<file path="src/rtl/level_tick_gen.sv">
// Per-level clock divider: 1-cycle tick enable plus 50% clkhz, level switches only at period boundaries.
// Optional LEVEL_SYNC_EN: double-flop synchronizers on en and level.
module level_tick_gen #(
  parameter int N_LEVELS = 4,
  parameter int W_LEVEL  = 2,
  parameter int W_DIV    = 26,
  parameter logic [N_LEVELS*W_DIV-1:0] DIVS = {26'd6250000, 26'd12500000, 26'd25000000, 26'd50000000}
) (
  input  logic               clk,
  input  logic               rst_n,
  input  logic               en,
  input  logic [W_LEVEL-1:0] level,
  output logic               tick,
  output logic               clkhz,
  output logic [W_LEVEL-1:0] level_act,
  output logic               pending
);
  localparam int NL2 = 1 << W_LEVEL;

  typedef enum logic {STOP, RUN} state_t;

  state_t             state;
  logic [W_DIV-1:0]   cnt;
  logic [W_LEVEL-1:0] req_lvl;
  logic               en_i;
  logic [W_LEVEL-1:0] level_i;
  logic               req_ok;
  logic               apply;
  logic [W_LEVEL-1:0] lvl_nxt;

`ifdef LEVEL_SYNC_EN
  logic [1:0]              en_sync;
  logic [1:0][W_LEVEL-1:0] lvl_sync;

  always_ff @(posedge clk or negedge rst_n) begin
    if (!rst_n) begin
      en_sync  <= '0;
      lvl_sync <= '0;
    end else begin
      en_sync  <= {en_sync[0], en};
      lvl_sync <= {lvl_sync[0], level};
    end
  end

  assign en_i    = en_sync[1];
  assign level_i = lvl_sync[1];
`else
  assign en_i    = en;
  assign level_i = level;
`endif

  // Reload value per level; divisors of 0 or 1 collapse to a tick every cycle.
  logic [W_DIV-1:0] dm1_tab [NL2];
  for (genvar i = 0; i < NL2; i++) begin : g_tab
    if (i < N_LEVELS) begin : g_lvl
      localparam logic [W_DIV-1:0] D = DIVS[i*W_DIV +: W_DIV];
      assign dm1_tab[i] = (D <= W_DIV'(1)) ? '0 : D - W_DIV'(1);
    end else begin : g_pad
      assign dm1_tab[i] = '0;
    end
  end

  assign req_ok  = 32'(level_i) < N_LEVELS;
  assign apply   = pending && ((state == STOP) || (en_i && cnt == '0));
  assign lvl_nxt = apply ? req_lvl : level_act;

  always_ff @(posedge clk or negedge rst_n) begin
    if (!rst_n) begin
      state     <= STOP;
      cnt       <= '0;
      tick      <= 1'b0;
      clkhz     <= 1'b0;
      level_act <= '0;
      req_lvl   <= '0;
      pending   <= 1'b0;
    end else begin
      if (apply) begin
        level_act <= req_lvl;
        pending   <= 1'b0;
      end
      // Requests compare against the level in force after this edge, so a request
      // arriving on a boundary waits for the next one.
      if (req_ok) begin
        if (level_i != lvl_nxt) begin
          req_lvl <= level_i;
          pending <= 1'b1;
        end else begin
          pending <= 1'b0;
        end
      end
      case (state)
        STOP: begin
          tick <= 1'b0;
          if (en_i) begin
            state <= RUN;
            cnt   <= dm1_tab[lvl_nxt];
          end
        end
        RUN: begin
          if (!en_i) begin
            state <= STOP;
            tick  <= 1'b0;
          end else if (cnt == '0) begin
            tick  <= 1'b1;
            clkhz <= ~clkhz;
            cnt   <= dm1_tab[lvl_nxt];
          end else begin
            tick <= 1'b0;
            cnt  <= cnt - W_DIV'(1);
          end
        end
        default: state <= STOP;
      endcase
    end
  end
endmodule

</file>
<file path="config.mk">
export PLATFORM = sky130hd
export DESIGN_NAME = level_tick_gen
export DESIGN_NICKNAME = d
export VERILOG_FILES = /design/src/rtl/level_tick_gen.sv
export SDC_FILE = /design/constraint.sdc
export NUM_CORES = 1
export LEC_CHECK = 0
export CAP_MARGIN = 0
export CORE_MARGIN = 2
export CORE_UTILIZATION = 54
export DETAILED_ROUTE_END_ITERATION = 12
export GPL_ROUTABILITY_DRIVEN = 0
export HOLD_SLACK_MARGIN = 0.08
export PLACE_DENSITY = 0.75
export SLEW_MARGIN = 5
export SYNTH_ARGS = -nofsm -noshare
export SYNTH_HDL_FRONTEND = slang
export SYNTH_SLANG_ARGS = --single-unit
</file>
<file path="constraint.sdc">
create_clock -name clk -period 2.6 [get_ports clk]
set_clock_uncertainty 0.05 [all_clocks]
set_input_delay 0.26 -clock clk [delete_from_list [all_inputs] [get_ports clk]]
set_output_delay 0.26 -clock clk [all_outputs]
set_load 0.1 [all_outputs]
</file>
==> impl_metrics.tcl, run 1 <==
set metrics [dict create \
    critPathMaxFanout 5 \
    numCtsBuffers 5 \
    clock-sinks 34 \
    antenna_found_initial 0 \
    cp-endpoint "cnt[13]" \
    worstPathRequired_ns 2.73 \
    slew_headroom_pct 50.5 \
    synth_cell_type_count 57 \
    worstHoldPathType "in -> async" \
    die_area_um2 4500 \
    cts-root-buf "clkbuf_8" \
    cp-end-kind "flip-flop" \
    clk_latency_ns 0.29 \
    yosys_warnings 0 \
    drtPass1Iterations 5 \
    hold_slack_ns 0.336 \
    setup_tns_ns 0 \
    drv_slew 0 \
    crit_path_start_kind "flip-flop" \
    final.min_clock_period_ns 2.56 \
    met3_length_um 361 \
    final_nets 292 \
    crit_arrival_ns 2.68 \
    routed-wl-met2_um 2910 \
    power.density_nw_per_um2 766 \
    mappedNetlistArea_um2 2150 \
    finish.utilization_pct 73.3 \
    cts.clk_slew.worst_paths_ns 0.07 \
    portBuffers 9 \
    ant_nets 0 \
    dr.max_layer_used "met4" \
    grt.total_usage_pct 29.0 \
    hold_violations 0 \
    ys_ff_latch 34 \
    rrSetupSlack_ns 0.04 \
    die_w_um 67.1 \
    placed_cells 318 \
    post-dp-hpwl_um 3970 \
    coreArea_um2 3740 \
    grt_pass1_wl_um 9670 \
    ys_async_sr_fraction_pct 100 \
    grt-ovfl-total 0 \
    worstReg2RegEnd "cnt[13]" \
    die_y_um 67.1 \
    ir_drop_uv 576 \
    wl_met1_um 2610 \
    multi_input_area_um2 1280 \
    antennaDiodeCount 0 \
    fmax_mhz 391 \
    p_leak_nw 1.14 \
    row_count 22 \
    instances_no_fill 334 \
    reg2reg_from "cnt[1]" \
    final_common_cell "buf_4" \
    fillerInstances 297 \
    maxCapViolCount 0 \
    postSynthCellCount 241 \
    worst_slew_pin_slew_ns 0.739 \
    critPathKind "reg -> reg" \
    drc_errors 0 \
    status "finished clean" \
    wire_per_inst_um 18.1 \
    p_total_mw 2.10 \
    clock_path_buffers 2 \
    final_cell_mix "buf_4, dfrtp_1, nor2_1, nor3_1, o21ai_0" \
    syn_area_per_cell_um2 8.92 \
    ff2ff_path_depth 9 \
    vias 2180 \
    fin_crit_sh_pct 98.3 \
    synthFlopType "dfrtp_1" \
    grt_max_degree 35 \
    cts_tree "built" \
    yosysSeqAreaShare_pct 39.6 \
    grt_pass1_vias 2025 \
    setup_violations 0 \
    design.portCount 10 \
    synth.net_count 247 \
    synth_edf_count 0 \
    drt_iter0_drc 301 \
    viasPerCell 6.53 \
    syn_to_final_growth_pct 27.5 \
    start_util_pct 57.5 \
    routed_wl_um 6050 \
    worstSetupStartpoint "cnt[1]" \
    ff_latch_area_um2 851 \
    grt_setup_unrepaired "true" \
    htreeDepth 2 \
    final_layout_size_suffix_gt1_share_pct 26.6 \
]
-- kinds of logic (layout without fill, tap and decap cells) --
| kind of cell | after synthesis | in the layout | synth area share, % |
|---|---|---|---|
| adder cells (fa/ha/maj) | 1 | 1 | 0.582 |
| AO/OA/AOI/OAI | 70 | 70 | 23.5 |
| flip-flops | 34 | 34 | 39.6 |
| buffers and inverters | 27 | 72 | 5.58 |
| multiplexers | 3 | 3 | 1.51 |
| XOR/XNOR | 5 | 5 | 2.04 |
| AND/OR/NAND/NOR | 101 | 101 | 27.2 |
-- worst min-delay path by stage --
| stage | startpoint | to | slack, ns | cells past startpoint |
|---|---|---|---|---|
| after floorplan | rst_n | clkhz | -0.09 | 0 |
| after global placement | clkhz | clkhz | 0.41 | 1 |
| after detailed placement | clkhz | clkhz | 0.42 | 1 |
| after CTS | rst_n | cnt[20] | 0.35 | 2 |
| after global routing | rst_n | cnt[19] | 0.39 | 2 |
| final | rst_n | cnt[19] | 0.34 | 2 |
-- flip-flops by register name, indices dropped and copies added, names as in the netlist --
| signal | flops |
|---|---|
| cnt | 26 |
| level_act | 2 |
| req_lvl | 2 |
| clkhz | 1 |
| pending | 1 |
| state | 1 |
| tick | 1 |
-- metrics by stage --
step,area (um^2),setup WS [ns]
2_1_floorplan,2160,-0.0501
3_3_place_gp,2480,0.0249
3_5_place_dp,2480,-0.0967
4_1_cts,2670,-0.0334
5_1_grt,2740,-0.0434
6_report,2740,0.0441
-- Yosys cell counts, types with 5 or more instances --
cell type  instances  share of area (%)
clkbuf_1           9                1.6
nor4_1            10                2.9
nand2_1           10                1.7
o21ai_0           14                3.3
a21oi_1           11                2.6
nor3_1            14                3.3
a31oi_1           11                3.2
inv_1             12                2.1
nor2_1            20                3.5
a211o_1            5                2.0
or4_1              5                1.7
nand3_1           10                2.3
dfrtp_1           34                 40
-- what timing repair did --
action	CTS	global route
setup buffers	8	1
hold buffers	0	0
endpoints found under the setup margin	3	24
pin swaps	9	9
resized for setup	10	11
-- worst max-delay path: stages (launching register included) --
cell     delay (ns)
dfrtp_1        0.38
inv_1          0.06
ha_2           0.17
or4b_4         0.48
or4_4          0.49
buf_6          0.15
o31ai_4        0.20
buf_4          0.17
nor4_2         0.04
a211o_1        0.26
-- power breakdown --
group          switching, mW  internal [mW]
combinational          0.526          0.336
sequential             0.207          0.668
clock                  0.180          0.184
total                  0.913           1.19
-- layer usage --
| layer | up-vias | GRT usage, % |
|---|---|---|
| li1 | 1021 | - |
| met1 | 1043 | 38.3 |
| met2 | 95 | 46.3 |
| met3 | 21 | 6.25 |
| met4 | 0 | 11.2 |
| met5 | - | 0 |
-- cell type report --
class,count,share of cell area [%]
sequential,34,31.0
timing repair buffer,53,15.7
multi-input combinational,180,46.7
inverter,12,1.64
clock buffer,7,2.78
tap,48,2.19
Power figures use the tool's default switching activity.
==> run 2, diff against run 1 <==
- CORE_MARGIN: 2 -> unset
==> run 2 against run 1 <==
  * The run now ends with setup timing left
  * Design area decreased by 5.3%
  * Global-route usage decreased by 0.64 points
  * First-iteration DRC count decreased by 30%
  * Sequential share of layout area increased by 1.7 points
  * Register-to-register slack got worse by 0.06 ns
  * Non-clock buffer count decreased by 9
  * Wire length decreased by 8.7%
  * Setup slack got worse by 0.056 ns
  * Sequential power decreased by 2%
  * Via count decreased by 3.3%
  * Core utilization decreased by 3.9 points
  * Die area decreased by 5.9%
  * Critical endpoint is now cnt[6]
==> impl_metrics.tcl, run 2 (same netlist as run 1, synthesis figures left out) <==
set metrics [dict create \
    setup_tns_ns -0.0204 \
    largest_reg_flops 26 \
    violations "setup timing" \
    setup_violations 2 \
    start_util_pct 57.5 \
    crit_path_start_kind "flip-flop" \
    p_switching_mw 0.887 \
    grt_pass1_wl_um 9050 \
    grt_pass1_vias 1967 \
    cts-root-buf "clkbuf_8" \
    ff2ff_path_depth 7 \
    coreArea_um2 3740 \
    grt_max_degree 35 \
    antennaDiodeCount 0 \
    wire_per_inst_um 17.0 \
    finalWorstSetupSlack_ns -0.0115 \
    numCtsBuffers 5 \
    syn_to_final_growth_pct 20.7 \
    worstHoldPathType "in -> async" \
    final_nets 283 \
    htreeDepth 2 \
    grt-ovfl-total 0 \
    p_int_mw 1.18 \
    cp-end-kind "flip-flop" \
    critPathKind "reg -> reg" \
    vias 2108 \
    fmax_mhz 383 \
    design.portCount 10 \
    instances_no_fill 325 \
    cts_tree "built" \
    crit_arrival_ns 2.71 \
    final_common_cell "buf_4" \
    final.min_clock_period_ns 2.61 \
    die_area_um2 4240 \
    power.density_nw_per_um2 794 \
    drc_errors 0 \
    slew_headroom_pct 48.0 \
    clock-sinks 34 \
    maxCapViolCount 0 \
    clock_path_buffers 2 \
    worstPathRequired_ns 2.70 \
    final_layout_size_suffix_gt1_share_pct 23.1 \
    placed_cells 318 \
    grt.total_usage_pct 28.3 \
    row_count 22 \
    drtPass1Iterations 5 \
    final_cell_mix "buf_4, dfrtp_1, nor2_1, nor3_1, o21ai_0" \
    fin_crit_sh_pct 100 \
    critPathMaxFanout 5 \
    hold_violations 0 \
    drv_slew 0 \
    antenna_found_initial 0 \
    ir_drop_uv 612 \
    p_leak_nw 1.06 \
    p_comb_share_pct 40.6 \
    cts.clk_slew.worst_paths_ns 0.07 \
    routed_wl_um 5520 \
    ant_nets 0 \
    p_seq_share_pct 41.5 \
    swShare_pct 43.0 \
    max_flop_register "cnt" \
    die_w_um 65.1 \
    grt_setup_unrepaired "true" \
    post-dp-hpwl_um 3900 \
    largest_registers "cnt (26), level_act (2), req_lvl (2)" \
    status "complete, but fails checks" \
    viasPerCell 6.49 \
    drt_iter0_drc 212 \
    clkPwrFrac_pct 17.9 \
    worst_slew_pin_slew_ns 0.774 \
    portBuffers 9 \
    die_y_um 65.1 \
    clk_latency_ns 0.29 \
]
[run 2: worst paths after layout]
path                         start  slack, ns       to
max reg2reg                cnt[21]      -0.01   cnt[6]
min reg2reg                  clkhz       0.43    clkhz
min                          rst_n       0.33  cnt[24]
max in group asynchronous    rst_n       1.85   cnt[0]
max                        cnt[21]      -0.01   cnt[6]
min in group clk             clkhz       0.43    clkhz
[run 2: layer usage]
metal / track usage [%] / share of wire [%]
met5: 0 / 0
met4: 14.4 / 3.0
met3: 7.47 / 7.7
met2: 42.7 / 46
met1: 37.4 / 43
[run 2: layout make-up]
cell class	count	area, um^2
inverters	12	45.0
well taps	48	60.1
fillers	310	1150
clock inverters	2	10.0
multi-input cells	180	1220
clock buffers	5	68.8
flip-flops and latches	34	851
repair buffers	44	344
[run 2: worst max-delay path, stage by stage, from the launching register on]
cell and delay, ns:
dfrtp_1 0.42, or2_2 0.32, nor4_1 0.60, buf_4 0.26, a311oi_1 0.16, a2111oi_2 0.40, buf_4 0.20, a311oi_1 0.05
[run 2: timing repair]
| action | in CTS | in global routing |
|---|---|---|
| buffers inserted | 0 | 0 |
| hold buffers | 0 | 0 |
| gates resized for setup | 1 | 7 |
| pin swaps | 0 | 4 |
| cloned | 0 | 0 |
| endpoints found under the setup margin | 1 | 13 |
[run 2: power by group through the flow]
stage | combinational [mW] | clock (mW) | sequential [mW]
floorplan | 0.444 | 0 | 0.962
global placement | 0.806 | 0 | 0.854
detailed placement | 0.818 | 0 | 0.856
CTS | 0.824 | 0.378 | 0.848
global route | 0.913 | 0.395 | 0.877
finish | 0.837 | 0.370 | 0.856
[run 2: per-stage QoR]
stage	util (%)	power (mW)	hold slack, ns	worst slack, ns	cell area (um^2)
CTS	68.3	2.05	0.343	0.0185	2560
global route	69.4	2.19	0.375	-0.0814	2600
floorplan	-	1.41	-0.0856	-0.0501	2160
detailed placement	66.2	1.67	0.417	-0.0442	2480
global placement	66.2	1.66	0.416	0.0473	2480
finish	69.4	2.06	0.330	-0.0115	2600
